**config.mk**
```make
export PLATFORM = sky130hd
export DESIGN_NAME = mult_div_unit
export DESIGN_NICKNAME = d
export VERILOG_FILES = /design/src/rtl/mdu_pkg.sv /design/src/rtl/mdu_step.sv /design/src/rtl/mult_div_unit.sv
export SDC_FILE = /design/constraint.sdc
export NUM_CORES = 1
export LEC_CHECK = 0
export ABC_AREA = 1
export CAP_MARGIN = 40
export CORE_MARGIN = 2
export CORE_UTILIZATION = 45
export CTS_CLUSTER_SIZE = 25
export DETAILED_ROUTE_END_ITERATION = 8
export PLACE_DENSITY_LB_ADDON = 0.25
export SYNTH_ARGS = -nofsm -noshare
export SYNTH_HDL_FRONTEND = slang
export SYNTH_SLANG_ARGS = --single-unit
```
**constraint.sdc**
```tcl
create_clock -name clk -period 6.6 [get_ports clk]
set_input_delay 1.32 -clock clk [delete_from_list [all_inputs] [get_ports clk]]
set_output_delay 1.32 -clock clk [all_outputs]
set_load 0.03 [all_outputs]
```
**src/rtl/mdu_pkg.sv**
```systemverilog
// Shared encodings, FSM states and helpers for the iterative multiply/divide unit.
package mdu_pkg;

  localparam logic [1:0] MDU_MULT  = 2'b00;
  localparam logic [1:0] MDU_MULTU = 2'b01;
  localparam logic [1:0] MDU_DIV   = 2'b10;
  localparam logic [1:0] MDU_DIVU  = 2'b11;

  localparam int         MDU_ITERS      = 32;
  localparam logic [4:0] MDU_LAST_COUNT = 5'(MDU_ITERS - 1);

  typedef enum logic [1:0] {
    IDLE = 2'b00,
    RUN  = 2'b01,
    FIX  = 2'b10
  } state_t;

  function automatic logic [31:0] abs32(input logic [31:0] v, input logic is_signed);
    return (is_signed && v[31]) ? (~v + 32'd1) : v;
  endfunction

endpackage

```
**src/rtl/mdu_step.sv**
```systemverilog
// One iteration of the 64-bit accumulator: shift-add for multiply, restoring
// shift-subtract for divide (remainder in the upper half, quotient in the lower).
module mdu_step (
  input  logic [63:0] acc,
  input  logic [31:0] operand,
  input  logic        is_div,
  output logic [63:0] acc_next
);

  logic [32:0] sum;
  logic [32:0] partial;
  logic [31:0] diff;

  always_comb begin
    sum      = {1'b0, acc[63:32]} + (acc[0] ? {1'b0, operand} : 33'd0);
    partial  = {acc[63:32], acc[31]};
    // The true difference is below the divisor whenever it is taken, so 32 bits suffice.
    diff     = partial[31:0] - operand;
    acc_next = {sum, acc[31:1]};
    if (is_div) begin
      if (partial >= {1'b0, operand}) begin
        acc_next = {diff, acc[30:0], 1'b1};
      end else begin
        acc_next = {partial[31:0], acc[30:0], 1'b0};
      end
    end
  end

endmodule

```
**src/rtl/mult_div_unit.sv**
```systemverilog
// HI/LO multiply/divide unit: IDLE/RUN/FIX FSM around mdu_step.
// Optional MDU_FAST_MULT_EN gives MULT/MULTU a single-cycle product path.
module mult_div_unit (
  input  logic        clk,
  input  logic        reset,
  input  logic        start,
  input  logic [1:0]  op,
  input  logic [31:0] inA,
  input  logic [31:0] inB,
  input  logic        mthi,
  input  logic        mtlo,
  output logic        busy,
  output logic [31:0] hi,
  output logic [31:0] lo
);
  import mdu_pkg::*;

  state_t      state, state_next;
  logic [4:0]  count;
  logic [63:0] acc, acc_step;
  logic [1:0]  op_q;
  logic [31:0] a_q, mag_b;
  logic        b_sign_q;

  logic        start_div, start_signed, fast_path;
  logic [31:0] a_abs, b_abs;
  logic        run_div, run_signed, a_neg, b_neg;
  logic [63:0] prod;
  logic [31:0] quot, rem, hi_fix, lo_fix;

  assign start_div    = (op == MDU_DIV) || (op == MDU_DIVU);
  assign start_signed = (op == MDU_MULT) || (op == MDU_DIV);
  assign a_abs        = abs32(inA, start_signed);
  assign b_abs        = abs32(inB, start_signed);

  always_comb begin
`ifdef MDU_FAST_MULT_EN
    fast_path = ~start_div;
`else
    fast_path = 1'b0;
`endif
  end

  mdu_step u_step (
    .acc      (acc),
    .operand  (mag_b),
    .is_div   (run_div),
    .acc_next (acc_step)
  );

  assign busy = (state != IDLE);

  always_ff @(posedge clk) begin
    if (reset) state <= IDLE;
    else       state <= state_next;
  end

  always_comb begin
    state_next = state;
    case (state)
      IDLE:    if (start) state_next = fast_path ? FIX : RUN;
      RUN:     if (count == MDU_LAST_COUNT) state_next = FIX;
      FIX:     state_next = IDLE;
      default: state_next = IDLE;
    endcase
  end

  // Sign correction from magnitudes; divide-by-zero overrides the iterated result.
  always_comb begin
    run_div    = (op_q == MDU_DIV) || (op_q == MDU_DIVU);
    run_signed = (op_q == MDU_MULT) || (op_q == MDU_DIV);
    a_neg      = run_signed & a_q[31];
    b_neg      = run_signed & b_sign_q;
    prod       = (a_neg ^ b_neg) ? (~acc + 64'd1) : acc;
    quot       = (a_neg ^ b_neg) ? (~acc[31:0] + 32'd1) : acc[31:0];
    rem        = a_neg ? (~acc[63:32] + 32'd1) : acc[63:32];
    hi_fix     = prod[63:32];
    lo_fix     = prod[31:0];
    if (run_div) begin
      if (mag_b == 32'd0) begin
        hi_fix = a_q;
        lo_fix = 32'hFFFF_FFFF;
      end else begin
        hi_fix = rem;
        lo_fix = quot;
      end
    end
  end

  always_ff @(posedge clk) begin
    if (reset) begin
      count    <= 5'd0;
      acc      <= 64'd0;
      op_q     <= MDU_MULT;
      a_q      <= 32'd0;
      mag_b    <= 32'd0;
      b_sign_q <= 1'b0;
      hi       <= 32'd0;
      lo       <= 32'd0;
    end else begin
      case (state)
        IDLE: begin
          if (start) begin
            op_q     <= op;
            a_q      <= inA;
            mag_b    <= b_abs;
            b_sign_q <= inB[31];
            count    <= 5'd0;
`ifdef MDU_FAST_MULT_EN
            acc      <= fast_path ? ({32'd0, a_abs} * {32'd0, b_abs}) : {32'd0, a_abs};
`else
            acc      <= {32'd0, a_abs};
`endif
          end else begin
            if (mthi) hi <= inA;
            if (mtlo) lo <= inA;
          end
        end
        RUN: begin
          acc   <= acc_step;
          count <= count + 5'd1;
        end
        FIX: begin
          hi <= hi_fix;
          lo <= lo_fix;
        end
        default: ;
      endcase
    end
  end

endmodule

```
# Yosys cells after proc, flatten, opt, wreduce, memory -nomap -nowiden
# Index checks and enable logic that the tools add are counted.
totals:
  in_bits: 71
  reg_bits: 202
  output_inout_bits: 65
classes:
  n_addsub: 8
  n_eq_ne: 11
  n_reduce_logical: 17
  n_mux: 25
  n_lt_le_gt_ge: 1
  bitwise_logic: 8
op_table:
  columns: ["op", "n"]
  rows:
  - ["32-bit two-way mux", 13]
  - ["64-bit two-way mux", 4]
  - ["32-bit by 1-bit adder with 32-bit output, second input constant", 4]
  - ["32-bit NOT", 4]
  - ["32-bit one-hot mux with 2 select lines", 2]
  - ["64-bit one-hot mux with 2 select lines", 1]
  - ["64-bit by 1-bit adder with 64-bit output, second input constant", 1]
  - ["64-bit NOT", 1]
  - ["32-bit by 33-bit adder with 33-bit output", 1]
  - ["33-bit by 32-bit >= comparator with 1-bit output", 1]
  - ["32-bit zero test", 1]
  - ["32-bit subtractor", 1]
  - ["2-bit inequality test, second input constant", 5]
  - ["5-bit one-hot mux with 2 select lines", 1]
  - ["2-bit == test, second input constant", 4]
  - ["2-bit zero test", 3]
  - ["2-bit AND reduction", 3]
  - ["3-bit AND reduction", 2]
  - ["2-bit nonzero test", 3]
  - ["5-bit by 1-bit adder with 5-bit output, second input constant", 1]
  - ["5-bit == test, second input constant", 1]
  - ["5-bit two-way mux", 1]
  - ["2-bit two-way mux", 2]
  - ["2-bit one-hot mux with 2 select lines", 1]
  - ["5 further kinds", 9]

# Logic depth before layout (Yosys ltp)
# Gate-level depths: netlist of the first run.
depth:
  word_depth: 8
  depth_mapped: 20
  ltp_nobuf: 18

# Hierarchy
# A second synthesis of the first run with hierarchy kept.
hier_totals:
  cells_unflattened: 3400
  hier_area_um2: 19237.2
by_module_without_submodules:
  columns: ["module", "cells_per_inst", "instances", "area_each_um2"]
  rows:
  - ["mult_div_unit", 2126, 1, 13041.3]
  - ["mdu_step", 1274, 1, 6195.9]

# Worst setup path before layout of the first run
# No wires, ideal clock.
synth_timing:
  path_kind: "in2reg"
  startpoint: "in inA[1]"
  endpoint: "reg acc[28]"
  path_buffers: 0
  stages: 11
  setup_slack_ns: 3.862
  setup_time_ns: 0.070
  arrival_time_ns: 2.668
  path_cell_list: "inv_1 ha_1 nand3_1 nor2_2 nand4_2 nor2_4 nand3_1 o21ai_1 or2_2 nand2_1 a21oi_1"
synth_via:
  elab_chain_len: 5
synth_lines:
  columns: ["item", "line_no", "rtl"]
  rows:
  - ["start, declared", "mult_div_unit.sv:8", "input logic [31:0] inA,"]
  - ["32-bit NOT", "mdu_pkg.sv:19", "return (is_signed && v[31]) ? (~v + 32'd1) : v;"]
  - ["32-bit by 1-bit adder with 32-bit output", "mdu_pkg.sv:19", null]
  - ["32-bit two-way mux", "mdu_pkg.sv:19", null]
  - ["64-bit two-way mux", "mult_div_unit.sv:103", "if (start) begin"]
  - ["64-bit one-hot mux with 2 select lines", "mult_div_unit.sv:101", "case (state)"]
  - ["end signal, assigned", "mult_div_unit.sv:112", "acc <= {32'd0, a_abs};"]
  - ["end signal, assigned", "mult_div_unit.sv:120", "acc <= acc_step;"]
  - ["end, declared", "mult_div_unit.sv:20", "logic [63:0] acc, acc_step;"]
# Every way passes these cells. The select of a mux whose other input is x is not followed.
# A chain may end at the register's enable or synchronous reset.

# Worst setup path in the final report of the first run
layout_timing:
  startpoint: "reg acc[50]"
  endpoint: "reg acc[63]"
layout_via:
  elab_chain_len: 4
  elab_cells_between_ends: 6
layout_lines:
  columns: ["item", "line_no", "rtl"]
  rows:
  - ["32-bit subtractor / 33-bit by 32-bit >= comparator with 1-bit output (equally long branches)", "mdu_step.sv:18, mdu_step.sv:21", null]
  - ["64-bit two-way mux", "mdu_step.sv:21", "if (partial >= {1'b0, operand}) begin"]
  - ["64-bit two-way mux *", "mdu_step.sv:20", "if (is_div) begin"]
  - ["64-bit one-hot mux with 2 select lines *", "mult_div_unit.sv:101", null]
# Mark *: on every way between the ends. The rest lies on a longest branch, timed or not.

==> results.cfg, run 1 <==
[outcome]
status = complete, no violations

[clock_network]
ctsHoldBuffers = 0
h-tree-depth = 1
cts_setup_buffers = 0
clockBufferDepth = 3
root_buffer = clkbuf_16
clk_pin_slew_ns = 0.06
clock_latency_ns = 0.58
cts_tree = done
clock-sinks = 202
numCtsBuffers = 25
cts_resized = 0

[route]
viasPerCell = 5.81
wl_per_cell_um = 21.5
drt_iter0_markers = 3044
drtPass1Iterations = 6
vias = 22800
route.antenna.remaining_nets = 0
drt_wl_total_mm = 84.3
drcViolationCount = 0

[critical_path]
max_stage_delay_ns = 0.74
crit_fanout = 40
worstPathRequired_ns = 7.06
crit_type = flop to flop
critPathTopFamily = simple AND/OR/NAND/NOR gates
crit_chain = ha_1 > nand2_1 > nor2_2 > nand2_1 > nor2_1 > nand3b_1 > nand2_1 > nor2_2 > nand2_4 > nand2_4 > o21ai_1 > nand2_1 > nand2_1 > a21oi_1
critPathBufInv = 0
cp-start-kind = flop
worst_path_most_repeated_cell = nand2_1
crit_path_top_delay_cell = dfxtp_1
r2r_slack_ns = 2.78
cp-startpoint = acc[50]
end_kind = flop
r2r_end = acc[63]
rr_worst_depth = 14
crit-reg2reg-launch = acc[50]
cp.arrival_ns = 4.28

[sta]
worst_slew_pin_slew_ns = 0.930
skew_ns = 0.0560
fin_crit_ns = 3.82
timing.hold.ws_ns = 0.470
timing.final.max_slew_violations = 0
relSlewSlack_pct = 37.9
fin_setup_tns_ns = 0
finalHoldViolCount = 0
max_freq_mhz = 262
rsz0062_at_grt = no
period_share_pct = 57.9
setup_viol_count_final = 0

[job]
cap_viol_max_count = 0

[die]
start_util_pct = 45.6
die_height_um = 207
core_mm2 = 0.0408
fp-row-count = 74
io_pins = 136
die_x_um = 207
fp.dieArea_mm2 = 0.0430

[logic_synthesis]
synth.distinct_cells = 52
synth_cells = 3317
syn_area_mm2 = 0.0186
synth-main-ff-cell = dfxtp_1
yosysTopAreaCell = dfxtp_1
synth_edf_count = 0
synth-seq-cells = 202
yosysSeqAreaShare_pct = 21.7
ys_async_sr_fraction_pct = 0
syn_nets = 3460
ys.warnings.count = 0
synthTopCellsByArea = dfxtp_1, nand2_1, a21oi_1
syn_area_per_cell_um2 = 5.61
synthDominantCellAreaShare_pct = 21.7

[cells_and_area]
antenna-diode-count = 0
final_nets = 3520
areaGrowthSynthToFinish_pct = 13.6
drive_gt1_share_pct = 3.75

[global_route]
grt_max_degree = 100
grt_use_total_pct = 37.6
grt_pass1_vias = 20600
antenna_found_initial = 2
grt_pass1_wl_mm = 125
grt.overflow.total = 0

[place]
portBuffers = 135
place_congestion = 1.01
place_hpwl_mm = 66.9

[power]
p_leak_nw = 10.3
vdd_drop_max_mv = 0.188
power.density_mw_per_mm2 = 218

[hold_path]
min_to = count[4]
worstHoldStart = count[4]
whs_path_depth = 2
hold_path.class = flop to flop
-- metrics by stage --
step	cell area [um^2]	setup WS, ns	instances	util (%)	power (mW)
final	21200	2.78	3920	51.8	4.61
after global routing	21200	2.78	3920	51.8	4.82
after CTS	21200	2.95	3920	51.8	4.55
after detailed placement	20400	2.65	3882	49.9	3.19
after global placement	20300	2.56	3879	49.8	3.17
after floorplan	18600	3.86	3317	-	2.57
-- how the worst max path moves through the flow --
stage	slack [ns]	depth (start not counted)	to
2_1_floorplan	3.86	11	acc[28]
3_3_place_gp	2.56	6	lo[13]
3_5_place_dp	2.65	8	mag_b[29]
4_1_cts	2.95	14	acc[63]
5_1_grt	2.78	14	acc[63]
6_report	2.78	14	acc[63]
-- state kept, by name, summed over array words and instances (netlist names) --
| register | count |
|---|---|
| acc | 64 |
| a_q | 32 |
| hi | 32 |
| lo | 32 |
| mag_b | 32 |
| count | 5 |
| op_q | 2 |
| state | 2 |
| b_sign_q | 1 |
-- cell usage in the layout, fill, tap and decap left out, types with 29 or more instances in the layout --
cell	n
nor3_1	32
nand2_1	927
o21ai_1	29
nand3_1	268
xor2_1	71
o21ai_0	263
nand4_1	41
ha_1	70
clkdlybuf4s50_1	134
a21oi_1	332
nor2_1	365
inv_1	419
dfxtp_1	201
-- where the power goes --
| group | switching (mW) | internal (mW) | leakage (nW) |
|---|---|---|---|
| Sequential | 0.137 | 1.32 | 1.67 |
| Clock | 0.569 | 0.808 | 0.383 |
| Combinational | 1.23 | 0.544 | 8.29 |
-- worst register-to-register path, delay by kind of cell, from the launching register on --
kind | cells | cell delay [ns]
fa+ha+maj | 1 | 0.42
flops | 1 | 0.74
compound gates | 2 | 0.30
simple gates | 11 | 2.25
-- logic make-up (layout without fill, tap and decap cells) --
group | after synthesis | count (layout) | share of synthesized area [%]
buf+inv | 562 | 633 | 11.6
compound gates | 699 | 699 | 19.8
fa+ha+maj | 72 | 72 | 4.92
simple gates | 1701 | 1701 | 38.1
xor+xnor | 81 | 81 | 3.81
flops | 202 | 202 | 21.7
-- per-layer routing --
| metal | global-route usage (%) | wire (um) | vias up |
|---|---|---|---|
| met1 | 55.0 | 37200 | 10500 |
| met4 | 13.8 | 3490 | 2 |
| met3 | 7.62 | 9820 | 176 |
| met2 | 54.1 | 33800 | 1240 |
| met5 | 0 | 13 | - |
| li1 | - | - | 10900 |
-- layout make-up --
cell class / instances / area [um^2]
multi-input cells: 2553 / 12400
fillers: 4419 / 19700
well taps: 532 / 666
clock buffers: 33 / 696
repair buffers: 164 / 1620
inverters: 431 / 1620
flip-flops and latches: 202 / 4050
clock inverters: 5 / 82.6
-- cell usage after synthesis, types with 13 or more instances --
library cell	instances
nand3_1	268
nand4_1	41
ha_1	70
a21oi_1	332
nor2_1	367
dfxtp_1	202
nand3b_1	13
a31oi_1	13
o21ai_1	29
nor2_2	15
clkbuf_1	93
nand2_1	927
inv_1	421
nor3_1	32
o21bai_1	13
xor2_1	71
buf_2	22
o21ai_0	263
No activity file was read; power rests on OpenSTA's default activity.
==> run 2, diff against run 1 <==
==> constraint.sdc (replaced) <==
create_clock -name clk -period 3.65 [get_ports clk]
set_input_delay 0.73 -clock clk [delete_from_list [all_inputs] [get_ports clk]]
set_output_delay 0.73 -clock clk [all_outputs]
set_load 0.03 [all_outputs]
==> run 2 against run 1 <==
Effect of this change: critical path depth unchanged; clock-buffer cell count is 1 lower; sequential share of layout area down 0.42 points; non-clock buffer count up 52; die area unchanged; core utilization rose by 1.2 points; highest routed layer unchanged.
==> results.cfg, run 2 (synthesized netlist as in run 1, its figures left out) <==
[outcome]
status = complete, no violations

[cells_and_area]
final_nets = 3572
largest_register = acc
fillers = 4302
final_cell_mix = nand2_1, inv_1, nor2_1, a21oi_1, nand3_1
largest_reg_flops = 64
final_cell_area_mm2 = 0.0216
drive_gt1_share_pct = 5.51
layout_commonest_cell = nand2_1
antenna-diode-count = 0
areaGrowthSynthToFinish_pct = 16.2

[job]
cap_viol_max_count = 0

[sta]
timing.final.max_slew_violations = 0
relSlewSlack_pct = 40.0
fin_crit_ns = 3.25
rsz0062_at_grt = no
skew_ns = 0.0222
setup_viol_count_final = 0
max_freq_mhz = 308
period_share_pct = 88.9
finalHoldViolCount = 0
fin_setup_tns_ns = 0
worst_slew_pin_slew_ns = 0.890

[power]
vdd_drop_max_mv = 0.269
clkPwrFrac_pct = 31.0
internal_power_mw = 5.01
swShare_pct = 42.3
p_leak_nw = 10.6
power_frac_seq_pct = 30.0
pwr-share-comb_pct = 39.0
power.switching_mw = 3.67
power.density_mw_per_mm2 = 401

[place]
portBuffers = 135
place_congestion = 1.08
placed_area_mm2 = 0.0208
place_hpwl_mm = 71.7

[global_route]
grt_pass1_wl_mm = 133
antenna_found_initial = 1
grt_pass1_vias = 21400
grt_max_degree = 100
grt_use_total_pct = 40.1
grt.overflow.total = 0

[critical_path]
crit_type = flop to flop
cp-startpoint = acc[0]
crit-reg2reg-launch = acc[0]
critPathTopFamily = simple AND/OR/NAND/NOR gates
crit_fanout = 18
crit_chain = buf_4 > nand2_1 > inv_1 > ha_1 > nand2_1 > nor3_1 > nand4_1 > nand3_1 > nand2_1 > nand3_1 > nand2_1 > inv_1 > nand2_1 > a21oi_1
worstPathRequired_ns = 4.14
max_stage_delay_ns = 0.57
cp.arrival_ns = 3.73
worst_path_most_repeated_cell = nand2_1
end_kind = flop
critPathBufInv = 3
cp-start-kind = flop
crit_path_top_delay_cell = nor3_1

[die]
fp-row-count = 74
core_mm2 = 0.0408
die_height_um = 207
start_util_pct = 45.6
fp.dieArea_mm2 = 0.0430
io_pins = 136
die_x_um = 207

[route]
drcViolationCount = 0
drtPass1Iterations = 7
route.antenna.remaining_nets = 0
drt_iter0_markers = 3500
viasPerCell = 5.88
wl_per_cell_um = 22.5
vias = 23400
drt_wl_total_mm = 89.6

[clock_network]
cts_tree = done
clockBufferDepth = 3
clock-sinks = 202
ctsHoldBuffers = 0
numCtsBuffers = 25
cts_setup_buffers = 0
h-tree-depth = 1
clock_latency_ns = 0.56
clk_pin_slew_ns = 0.06
root_buffer = clkbuf_16

[hold_path]
worstHoldStart = a_q[18]
hold_path.class = flop to flop
run 2: cell types whose count changed in the layout (fill, tap and decap cells not counted), moves of 2 or more:
| cell | previous run | this run |
|---|---|---|
| clkinvlp_4 | 0 | 4 |
| buf_12 | 1 | 4 |
| buf_4 | 26 | 77 |
| clkinv_2 | 2 | 4 |
| clkbuf_1 | 4 | 2 |
| buf_16 | 2 | 0 |
run 2: final timing paths:
kind,end,slack (ns),cells past startpoint
worst min-delay path,a_q[18],0.45,2
worst min register to register,a_q[18],0.45,2
worst max-delay path,acc[48],0.40,14
worst max register to register,acc[48],0.40,14
run 2: cell type report:
type / instances / area, um^2 / share of cell area (%)
flip-flops and latches: 202 / 4050 / 18.7
inverters: 431 / 1620 / 7.48
repair buffers: 216 / 2000 / 9.26
multi-input cells: 2553 / 12400 / 57.5
clock buffers: 32 / 702 / 3.24
clock inverters: 14 / 170 / 0.786
well taps: 532 / 666 / 3.08
run 2: layer usage:
layer  vias to the layer above  wire length (um)  GRT usage, %
met4                         2              3170          12.7
met3                       181             11800          10.8
met2                      1415             36000          57.6
met1                     10900             38600          57.8
met5                         -                11             0
li1                      11000                 -             -
run 2: what timing repair did:
action,4_1_cts,5_1_grt
setup endpoints to repair,0,1
hold endpoints to repair,0,0
gates resized for setup,0,1
run 2: stage by stage:
step	power [mW]	std cells	hold slack, ns	worst slack [ns]	util, %
2_1_floorplan	4.65	3317	0.430	1.19	-
3_3_place_gp	5.88	3934	0.444	0.353	50.9
3_5_place_dp	5.89	3934	0.443	0.353	50.9
4_1_cts	8.56	3980	0.452	0.359	53.0
5_1_grt	9.05	3980	0.479	0.198	53.0
6_report	8.68	3980	0.452	0.403	53.0
run 2: worst register-to-register path: stages, from the launching register on:
cell,delay [ns]
dfxtp_2,0.52
buf_4,0.33
nand2_1,0.12
inv_1,0.07
ha_1,0.27
nand2_1,0.18
nor3_1,0.57
nand4_1,0.44
nand3_1,0.22
nand2_1,0.06
nand3_1,0.09
nand2_1,0.07
inv_1,0.09
nand2_1,0.05
a21oi_1,0.11
run 2: power by group through the flow:
stage | Combinational, mW | Clock, mW | Sequential (mW)
after global placement | 3.25 | 0 | 2.63
final | 3.39 | 2.69 | 2.61
after detailed placement | 3.26 | 0 | 2.63
after floorplan | 1.97 | 0 | 2.67
after global routing | 3.66 | 2.78 | 2.61
after CTS | 3.28 | 2.69 | 2.59
